[src/rtl/onset_minterm_enumerator.sv]
// rtl/onset_minterm_enumerator.sv - sweeps all input vectors of a function block and streams the matching minterms
module onset_minterm_enumerator #(
    parameter int N_IN         = 8,
    parameter int SAMPLE_DELAY = 0
) (
    input  logic            clk,
    input  logic            rst_n,
    input  logic            start,
    input  logic            polarity,
    output logic [N_IN-1:0] x,
    input  logic            y,
    output logic            m_valid,
    output logic [N_IN-1:0] m_data,
    input  logic            m_ready,
    output logic            busy,
    output logic            done,
    output logic [N_IN:0]   count
);

    // Delay counter only needs to reach SAMPLE_DELAY; keep at least one bit.
    localparam int DW = (SAMPLE_DELAY > 0) ? $clog2(SAMPLE_DELAY + 1) : 1;
    localparam logic [DW-1:0] DLY_LAST = DW'(SAMPLE_DELAY);

    typedef enum logic [1:0] {
        IDLE  = 2'd0,
        DRIVE = 2'd1,
        EMIT  = 2'd2
    } state_t;

    state_t          state, state_n;
    logic [N_IN-1:0] x_n, m_data_n;
    logic            m_valid_n, busy_n, done_n;
    logic [N_IN:0]   count_n;
    logic            pol, pol_n;
    logic [DW-1:0]   dly, dly_n;
    logic            adv;

    // State register.
    always_ff @(posedge clk or negedge rst_n) begin
        if (!rst_n) begin
            state <= IDLE;
        end else begin
            state <= state_n;
        end
    end

    // Datapath registers; reset aborts a sweep without a done pulse.
    always_ff @(posedge clk or negedge rst_n) begin
        if (!rst_n) begin
            x       <= '0;
            m_valid <= 1'b0;
            m_data  <= '0;
            busy    <= 1'b0;
            done    <= 1'b0;
            count   <= '0;
            pol     <= 1'b0;
            dly     <= '0;
        end else begin
            x       <= x_n;
            m_valid <= m_valid_n;
            m_data  <= m_data_n;
            busy    <= busy_n;
            done    <= done_n;
            count   <= count_n;
            pol     <= pol_n;
            dly     <= dly_n;
        end
    end

    // Next-state logic; adv marks the edge that moves to the next vector or ends the sweep.
    always_comb begin
        state_n   = state;
        x_n       = x;
        m_valid_n = m_valid;
        m_data_n  = m_data;
        busy_n    = busy;
        done_n    = 1'b0;
        count_n   = count;
        pol_n     = pol;
        dly_n     = dly;
        adv       = 1'b0;

        case (state)
            IDLE: begin
                if (start) begin
                    x_n     = '0;
                    count_n = '0;
                    pol_n   = polarity;
                    dly_n   = '0;
                    busy_n  = 1'b1;
                    state_n = DRIVE;
                end
            end
            DRIVE: begin
                if (dly == DLY_LAST) begin
                    if (y == pol) begin
                        m_data_n  = x;
                        m_valid_n = 1'b1;
                        state_n   = EMIT;
                    end else begin
                        adv = 1'b1;
                    end
                end else begin
                    dly_n = dly + 1'b1;
                end
            end
            EMIT: begin
                if (m_valid && m_ready) begin
                    m_valid_n = 1'b0;
                    count_n   = count + 1'b1;
                    adv       = 1'b1;
                end
            end
            default: begin
                state_n = IDLE;
            end
        endcase

        // The all-ones vector is the last one; x never wraps.
        if (adv) begin
            if (x != '1) begin
                x_n     = x + 1'b1;
                dly_n   = '0;
                state_n = DRIVE;
            end else begin
                state_n = IDLE;
                busy_n  = 1'b0;
                done_n  = 1'b1;
            end
        end
    end

endmodule

[config.mk]
export PLATFORM = sky130hd
export DESIGN_NAME = onset_minterm_enumerator
export DESIGN_NICKNAME = d
export VERILOG_FILES = /design/src/rtl/onset_minterm_enumerator.sv
export SDC_FILE = /design/constraint.sdc
export NUM_CORES = 1
export LEC_CHECK = 0
export ABC_CLOCK_PERIOD_IN_PS = 2150
export CORE_MARGIN = 2
export CORE_UTILIZATION = 45
export DETAILED_ROUTE_END_ITERATION = 8
export GPL_TIMING_DRIVEN = 1
export PLACE_DENSITY = 0.69
export SLEW_MARGIN = 25
export SYNTH_ARGS = -nofsm -noshare
export SYNTH_HDL_FRONTEND = slang
export SYNTH_SLANG_ARGS = --single-unit
[constraint.sdc]
create_clock -name clk -period 2.15 [get_ports clk]
set_clock_uncertainty 0.1 [all_clocks]
set_input_delay 0.43 -clock clk [delete_from_list [all_inputs] [get_ports clk]]
set_output_delay 0.43 -clock clk [all_outputs]
set_load 0.05 [all_outputs]
==> impl_summary.log, run 1 <==
[metrics] data required time of the worst path: 1.62 ns
[metrics] Tcrit/Tclk final: 97.8%
[metrics] Mapped Area: between 1500 and 2000 sq um
[metrics] Synth Area per Inst: 10.4 sq um
[metrics] unrepaired setup endpoints after global routing: false
[metrics] portion of the post-synthesis area used by sequential elements: 48.3%
[metrics] worst rel slew slack: 65.4%
[metrics] die width: 64.7 um
[metrics] clock network latency to the later pin of the worst-skew pair: around 0.28 ns
[metrics] share of async-settable or async-resettable flops after synthesis: between 90% and 100%
[metrics] critical path launch point type: register
[metrics] highest cell delay on the worst timing path: ~0.85 ns
[metrics] Total Routing Usage GR: 19.7%
[metrics] placed wire-length estimate after detailed placement: 2760 um
[metrics] CP max stage cell: clkdlybuf4s50_1
[metrics] Non-Filler Instances: between 200 and 300
[metrics] total I/O pin count: 34
[metrics] instance count after placement with tap cells included: around 250
[metrics] DR vias: 1413
[metrics] number of buffers inserted by port buffering: 33
[metrics] Crit Path Category: reg -> out
[metrics] number of flip-flops and latches in the synthesized netlist: 32
[metrics] sum of buffers and inverters on the critical path: 1
[metrics] reg-to-reg critical path startpoint: state[0]$_DFFE_PN0P_
[metrics] wire length of the first global-routing pass: 6430 um
[metrics] share of total power in sequential cells: between 50% and 60%
[metrics] P&R area growth vs syn: 32.9%
[metrics] Initial Utilization: 46.0%
[metrics] final setup violation count: 0
[metrics] kind of cell with the highest combined delay on the critical path: buffers and inverters
[metrics] area share of the leading cell type in the synthesized netlist: about half
[metrics] Logic pwr share: 2.6%
[metrics] cell-by-cell trace of the critical path: clkdlybuf4s50_1
[metrics] clock root buffer: clkbuf_8
[metrics] largest net degree at the start of global routing: 33
[metrics] cell area power density: 499 nW/um^2
[metrics] run status: completed
[metrics] EDFF count, synth: 0
[metrics] most used standard cell by instance count after synthesis: dfrtp_1
[metrics] final-layout fill cell count: 295
[metrics] endpoint kind of the worst setup timing path: primary output
[metrics] achievable frequency: 475 MHz
[metrics] row count: 22
[metrics] count of clock tree sinks: 32
[metrics] total gr overflow: 0
[metrics] clock tree from TritonCTS: built
[metrics] final core occ: 61.1%
[metrics] Reg2Reg Depth: 6
[metrics] ranking of synthesized cells by area: dfrtp_1, mux2_2, ha_1
[metrics] worst supply voltage drop on vdd: ~330 uV
[metrics] Multi-input gate area: 817 sq um
[metrics] total leakage power: approximately 1.0 nW
[metrics] fraction of final layout cells sized beyond drive strength 1: 16.4%
[metrics] leading area contributor after synthesis: dfrtp_1
[metrics] die height: 64.7 um
[metrics] net count after synthesis: 172
[metrics] Worst Tran Pin Value: 0.518 ns
[metrics] Commonest cells post-synth: dfrtp_1, nand2_1, o21ai_0
[metrics] post-route DRC violation count: 0
[metrics] reported net switching power: 0.000227 W
[metrics] area of the die: 4190 sq um
[metrics] first-iteration detailed-routing DRC count: slightly below 90
[metrics] Antenna Diode Count: 0
[metrics] sum of routed wire length over all layers: 3700 um
[metrics] start point of the worst min-delay path: m_data[7]$_DFFE_PN0P_
[metrics] remaining number of nets flagged by the antenna check after routing: 0
[metrics] net total in the final layout: around 220
[metrics] number of buffers inserted during clock tree synthesis: 5
[metrics] post-synth cell types: 40
[metrics] number of iterations in the first detailed-routing pass: 4
[metrics] end point of the worst hold path: m_data[7]$_DFFE_PN0P_
[metrics] largest driver fanout on the critical path: 6
[metrics] RD Place Congestion: between 0.8 and 0.9
[metrics] min Tclk post-route: approximately 2.1 ns
[metrics] Yosys Warn Count: 0
[metrics] top_reg_cell synth: dfrtp_1
[metrics] vias in the first global route: about 1500
[metrics] max-slew violations: 0
[metrics] via density per instance: around 5.5
[metrics] overall power after layout: 0.00110 W
[metrics] register area: approximately 800 sq um
[metrics] post-detailed-route wirelength per cell: around 15 um
[metrics] Fin. Hold Viols: 0
[metrics] proportion of total power due to net switching: 20.6%
[metrics] clock network power share: between 40% and 50%
[metrics] initial antenna violation count: 0
[metrics] number of stages on the worst hold path: 2
[metrics] Cell Int Power: 0.000874 W
[metrics] signal arrival time at the worst endpoint: between 1.5 and 2 ns
[metrics] path category of the worst min-delay check: reg -> reg
[metrics] number of standard cells after synthesis: 160
[metrics] buffer depth of the longest clock path: 2
[metrics] setup bufs post-CTS: 0
[metrics] number of levels in the clock H-tree: 2
[metrics] Critical R2R Capture: x[3]$_DFF_PN0_
[metrics] Max-cap violations: 0
[metrics] Core Footprint: between 3000 and 4000 sq um
[metrics] minimum setup slack among reg-to-reg paths: 0.22 ns
[metrics] Clk pin slew, worst setup/hold paths: 0.06 ns
==> cells in the final DEF, fill, tap and decap left out, types with 5 or more instances in the layout <==
cell,instances
dfrtp_1,32
clkdlybuf4s50_1,27
nand2_1,17
o21ai_0,12
buf_4,10
inv_1,9
mux2_2,8
nand3_1,7
a21oi_1,7
clkbuf_8,6
or3_1,5
nor2_1,5
ha_1,5
==> state kept, by name, summed over array words and instances, names as in the netlist <==
name,count
x,8
pol,1
done,1
state,2
busy,1
count,9
m_valid,1
dly,1
m_data,8
==> cell families (layout without fill, tap and decap cells) <==
group	after synthesis	count (layout)	share of synthesized area, %
adders and majority gates	6	6	4.52
and+or+nand+nor	56	56	17.8
xor gates and xnor gates	4	4	2.56
DFF	32	32	48.3
AOI/OAI and AO/OA	41	41	17.6
muxes	10	10	6.64
buffers and inverters	11	58	2.64
==> what timing repair did <==
item,in CTS,in global routing
hold buffers,0,0
endpoints found under the hold margin,0,0
setup endpoints to repair,0,7
resized for setup,0,4
==> power groups by stage <==
stage          combinational, W  clock [W]  sequential [W]
2_1_floorplan        0.00000248          0        0.000613
3_3_place_gp          0.0000282          0        0.000613
3_5_place_dp          0.0000292          0        0.000613
4_1_cts               0.0000294   0.000482        0.000602
5_1_grt               0.0000317   0.000501        0.000602
6_report              0.0000282   0.000471        0.000602
==> routing by layer <==
layer / vias to the layer above / wire [um] / track usage, %
li1: 677 / - / -
met1: 703 / 1700 / 24.3
met2: 26 / 1830 / 33.4
met3: 7 / 113 / 4.34
met4: 0 / 51 / 7.71
met5: - / 0 / 0
==> through the flow <==
stage / cell area (sq um) / TNS (ns) / setup WS, ns / hold slack (ns)
4_1_cts: 2190 / 0 / 0.0363 / 0.390
6_report: 2200 / 0 / 0.0469 / 0.382
3_3_place_gp: 2100 / 0 / 0.0754 / 0.360
2_1_floorplan: 1660 / 0 / 0.215 / 0.0344
5_1_grt: 2200 / 0 / 0.0181 / 0.424
3_5_place_dp: 2100 / -0.00936 / -0.00673 / 0.376
==> cell type report <==
class                   count  share of cell area, %
inverters                   9                   1.53
flip-flops and latches     32                   36.3
repair buffers             41                   18.3
well taps                  48                   2.72
multi-input cells         117                   37.1
clock buffers               8                   4.09
==> how the worst max path moves through the flow <==
stage / start / endpoint / cells past startpoint / slack, ns
after floorplan: x[0]$_DFF_PN0_ / x[1]$_DFF_PN0_ / 5 / 0.22
after global placement: y / x[3]$_DFF_PN0_ / 5 / 0.08
after detailed placement: y / x[3]$_DFF_PN0_ / 5 / -0.007
after CTS: x[0]$_DFF_PN0_ / x[0] / 1 / 0.04
after global routing: x[0]$_DFF_PN0_ / x[0] / 1 / 0.02
final: x[0]$_DFF_PN0_ / x[0] / 1 / 0.05
(Power assumes the default switching activity.)
==> run 2: changes to the inputs <==
--- a/config.mk
+++ b/config.mk
@@ -5,9 +5,11 @@
 export SDC_FILE = /design/constraint.sdc
 export NUM_CORES = 1
 export LEC_CHECK = 0
-export ABC_CLOCK_PERIOD_IN_PS = 2150
+export ABC_CLOCK_PERIOD_IN_PS = 2000
+export CAP_MARGIN = 10
 export CORE_MARGIN = 2
 export CORE_UTILIZATION = 45
+export CTS_CLUSTER_DIAMETER = 40
 export DETAILED_ROUTE_END_ITERATION = 8
 export GPL_TIMING_DRIVEN = 1
 export PLACE_DENSITY = 0.69
==> constraint.sdc (replaced) <==
create_clock -name clk -period 2 [get_ports clk]
set_clock_uncertainty 0.1 [all_clocks]
set_input_delay 0.4 -clock clk [delete_from_list [all_inputs] [get_ports clk]]
set_output_delay 0.4 -clock clk [all_outputs]
set_load 0.05 [all_outputs]
==> run 2 against run 1 <==
  * Power is 7.9% higher
  * First-iteration DRC count is 1.1% lower
  * Via count is 0.92% higher
  * Flip-flop and latch count stayed put
  * Final cell count is 2.0% higher
  * Sequential share of layout area is 0.062 points higher
  * Largest cell class unchanged
  * Highest routed layer unchanged
==> impl_summary.log, run 2 (synthesis gave the netlist of run 1 again) <==
[metrics] reg-to-reg critical path startpoint: state[1]$_DFFE_PN0P_
[metrics] worst supply voltage drop on vdd: 479 uV (+44%)
[metrics] worst rel slew slack: 67.2% (+1.8 points)
[metrics] CP max stage cell: clkdlybuf4s50_1
[metrics] Worst Tran Pin Value: 0.490 ns (-0.0272 ns)
[metrics] overall power after layout: 0.00119 W (+7.9%)
[metrics] first-iteration detailed-routing DRC count: 86 (-1.1%)
[metrics] number of levels in the clock H-tree: 2 (unchanged)
[metrics] Antenna Diode Count: 0 (unchanged)
[metrics] Max-cap violations: 0 (unchanged)
[metrics] number of buffers inserted during clock tree synthesis: 5 (unchanged)
[metrics] Largest register FFs: 9 (unchanged)
[metrics] final-layout fill cell count: 321 (+8.8%)
[metrics] Non-Filler Instances: 260 (+2.0%)
[metrics] routing layer with the top usage in global route: met2
[metrics] highest cell delay on the worst timing path: 0.80 ns (-0.05 ns)
[metrics] Clk pin slew, worst setup/hold paths: 0.07 ns (about the same)
[metrics] buffer depth of the longest clock path: 2 (unchanged)
[metrics] unrepaired setup endpoints after global routing: true
[metrics] Total Routing Usage GR: 20.3% (+0.59 points)
[metrics] clock root buffer: clkbuf_8
[metrics] placed wire-length estimate after detailed placement: 2850 um (+3.0%)
[metrics] total leakage power: 1.07 nW (+2.6%)
[metrics] max-slew violations: 0 (unchanged)
[metrics] initial antenna violation count: 0 (unchanged)
[metrics] post-route DRC violation count: 0 (unchanged)
[metrics] met3 usage: 6.42% (+2.1 points)
[metrics] registers with the most flip-flops: count x9, m_data x8, x x8
[metrics] top register by number of flip-flops: count
[metrics] final setup violation count: 0 (unchanged)
[metrics] endpoint kind of the worst setup timing path: primary output
[metrics] met1 track demand over resource: 24.5% (+0.20 points)
[metrics] final core occ: 61.0% (-0.10 points)
[metrics] critical path launch point type: register
[metrics] sum of routed wire length over all layers: 3810 um (+3.1%)
[metrics] die height: 64.7 um (unchanged)
[metrics] sum of buffers and inverters on the critical path: 1 (unchanged)
[metrics] met2 track demand over resource in global routing: 34.1% (+0.77 points)
[metrics] clock network latency to the later pin of the worst-skew pair: 0.29 ns (about the same)
[metrics] total cell area at the placement stage: 2080 sq um (-1.2%)
[metrics] fraction of final layout cells sized beyond drive strength 1: 29.2% (+13 points)
[metrics] achievable frequency: around 510 MHz
[metrics] Fin. Hold Viols: 0 (unchanged)
[metrics] largest net degree at the start of global routing: 33 (unchanged)
[metrics] start point of the worst min-delay path: m_data[5]$_DFFE_PN0P_
[metrics] Core Footprint: 3610 sq um (unchanged)
[metrics] cell-by-cell trace of the critical path: clkdlybuf4s50_1
[metrics] Initial Utilization: 46.0% (unchanged)
[metrics] total I/O pin count: 34 (unchanged)
[metrics] RD Place Congestion: 0.811 (-8.5%)
[metrics] most common cell after layout, fill and taps aside: buf_4
[metrics] P&R area growth vs syn: 32.7%
[metrics] number of iterations in the first detailed-routing pass: 4 (unchanged)
[metrics] largest driver fanout on the critical path: 2 (-4)
[metrics] die width: 64.7 um (unchanged)
[metrics] net total in the final layout: 223 (+2.3%)
[metrics] run status: completed
[metrics] row count: 22 (unchanged)
[metrics] Tcrit/Tclk final: 97.4%
[metrics] via density per instance: 5.48 (-1.0%)
[metrics] DR vias: 1426 (+0.92%)
[metrics] cell area power density: 540 nW/um^2 (+8.1%)
[metrics] Final Instance Area: 2200 sq um (-0.17%)
[metrics] data required time of the worst path: 1.50 ns (-0.12 ns)
[metrics] clock tree from TritonCTS: built
[metrics] instance count after placement with tap cells included: 250 (+1.2%)
[metrics] remaining number of nets flagged by the antenna check after routing: 0 (unchanged)
[metrics] Crit Path Category: reg -> out
[metrics] signal arrival time at the worst endpoint: 1.45 ns (-0.12 ns)
[metrics] wire length of the first global-routing pass: 6530 um (+1.6%)
[metrics] leading cell types in the layout, fill and taps excluded: buf_4, dfrtp_1, nand2_1, o21ai_0, clkdlybuf4s50_1
[metrics] total gr overflow: 0 (unchanged)
[metrics] min Tclk post-route: just under 2 ns
[metrics] area of the die: 4190 sq um (unchanged)
[metrics] kind of cell with the highest combined delay on the critical path: buffers and inverters
[metrics] path category of the worst min-delay check: reg -> reg
[metrics] number of buffers inserted by port buffering: 33 (unchanged)
[metrics] vias in the first global route: 1485 (+1.8%)
[metrics] count of clock tree sinks: 32 (unchanged)
[metrics] worst setup path start: m_data[7]$_DFFE_PN0P_
[metrics] post-detailed-route wirelength per cell: 14.7 um (+1.2%)
[run 2: changes by cell type in the layout (fill, tap and decap cells not counted), sizes merged]
cell	change
clkinv	+2
clkbuf	-2
dlymetal6s2s	-3
buf	+24
clkdlybuf4s50	-16
[run 2: power breakdown]
group	internal (W)	total (W)	switching [W]
registers	0.000647	0.000647	0
clock network	0.000274	0.000511	0.000237
logic	0.0000122	0.0000301	0.0000178
total	0.000934	0.00119	0.000254
[run 2: cell type report]
cell class                      instances  area (sq um)  area share [%]
Multi-Input combinational cell        117           828            37.6
Sequential cell                        32           801            36.4
Timing Repair Buffer                   46           385            17.5
Clock buffer                            6          82.6            3.75
Tap cell                               48          60.1            2.73
Inverter                                9          33.8            1.53
Clock inverter                          2          10.0           0.455
[run 2: worst paths after layout]
path | end | slack (ns) | cells after the start
max in group asynchronous | x[1]$_DFF_PN0_ | 1.09 | 2
worst max register to register | count[7]$_DFFE_PN0P_ | 0.08 | 7
worst max-delay path | m_data[7] | 0.05 | 1
worst min-delay path | m_data[5]$_DFFE_PN0P_ | 0.40 | 2
worst min register to register | m_data[5]$_DFFE_PN0P_ | 0.40 | 2
min in group asynchronous | m_data[5]$_DFFE_PN0P_ | 0.41 | 2
[run 2: layer usage]
| metal | vias to the layer above | wire length (um) |
|---|---|---|
| li1 | 688 | - |
| met1 | 707 | 1670 |
| met2 | 26 | 1940 |
| met3 | 5 | 150 |
| met4 | 0 | 50 |
| met5 | - | 0 |
[run 2: what timing repair did]
item                                    CTS  global route
gates resized for setup                   1             3
hold buffers                              0             0
buffers inserted                          0             2
pin swaps                                 0             0
endpoints found under the setup margin    1             8
[run 2: metrics by stage]
step	hold WS [ns]	worst slack, ns	TNS (ns)
CTS	0.399	0.0386	0
global placement	0.358	-0.0470	-0.213
finish	0.400	0.0519	0
detailed placement	0.384	-0.106	-0.559
floorplan	0.00441	0.0650	0
global route	0.422	-0.0207	-0.0252
==> run 3: changes to the inputs <==
--- a/config.mk
+++ b/config.mk
@@ -6,7 +6,7 @@
 export NUM_CORES = 1
 export LEC_CHECK = 0
 export ABC_CLOCK_PERIOD_IN_PS = 2000
-export CAP_MARGIN = 10
+export CAP_MARGIN = 40
 export CORE_MARGIN = 2
 export CORE_UTILIZATION = 45
 export CTS_CLUSTER_DIAMETER = 40
==> results of run 3 <==
Final layout, timing and power as in run 2 (identical DEF).
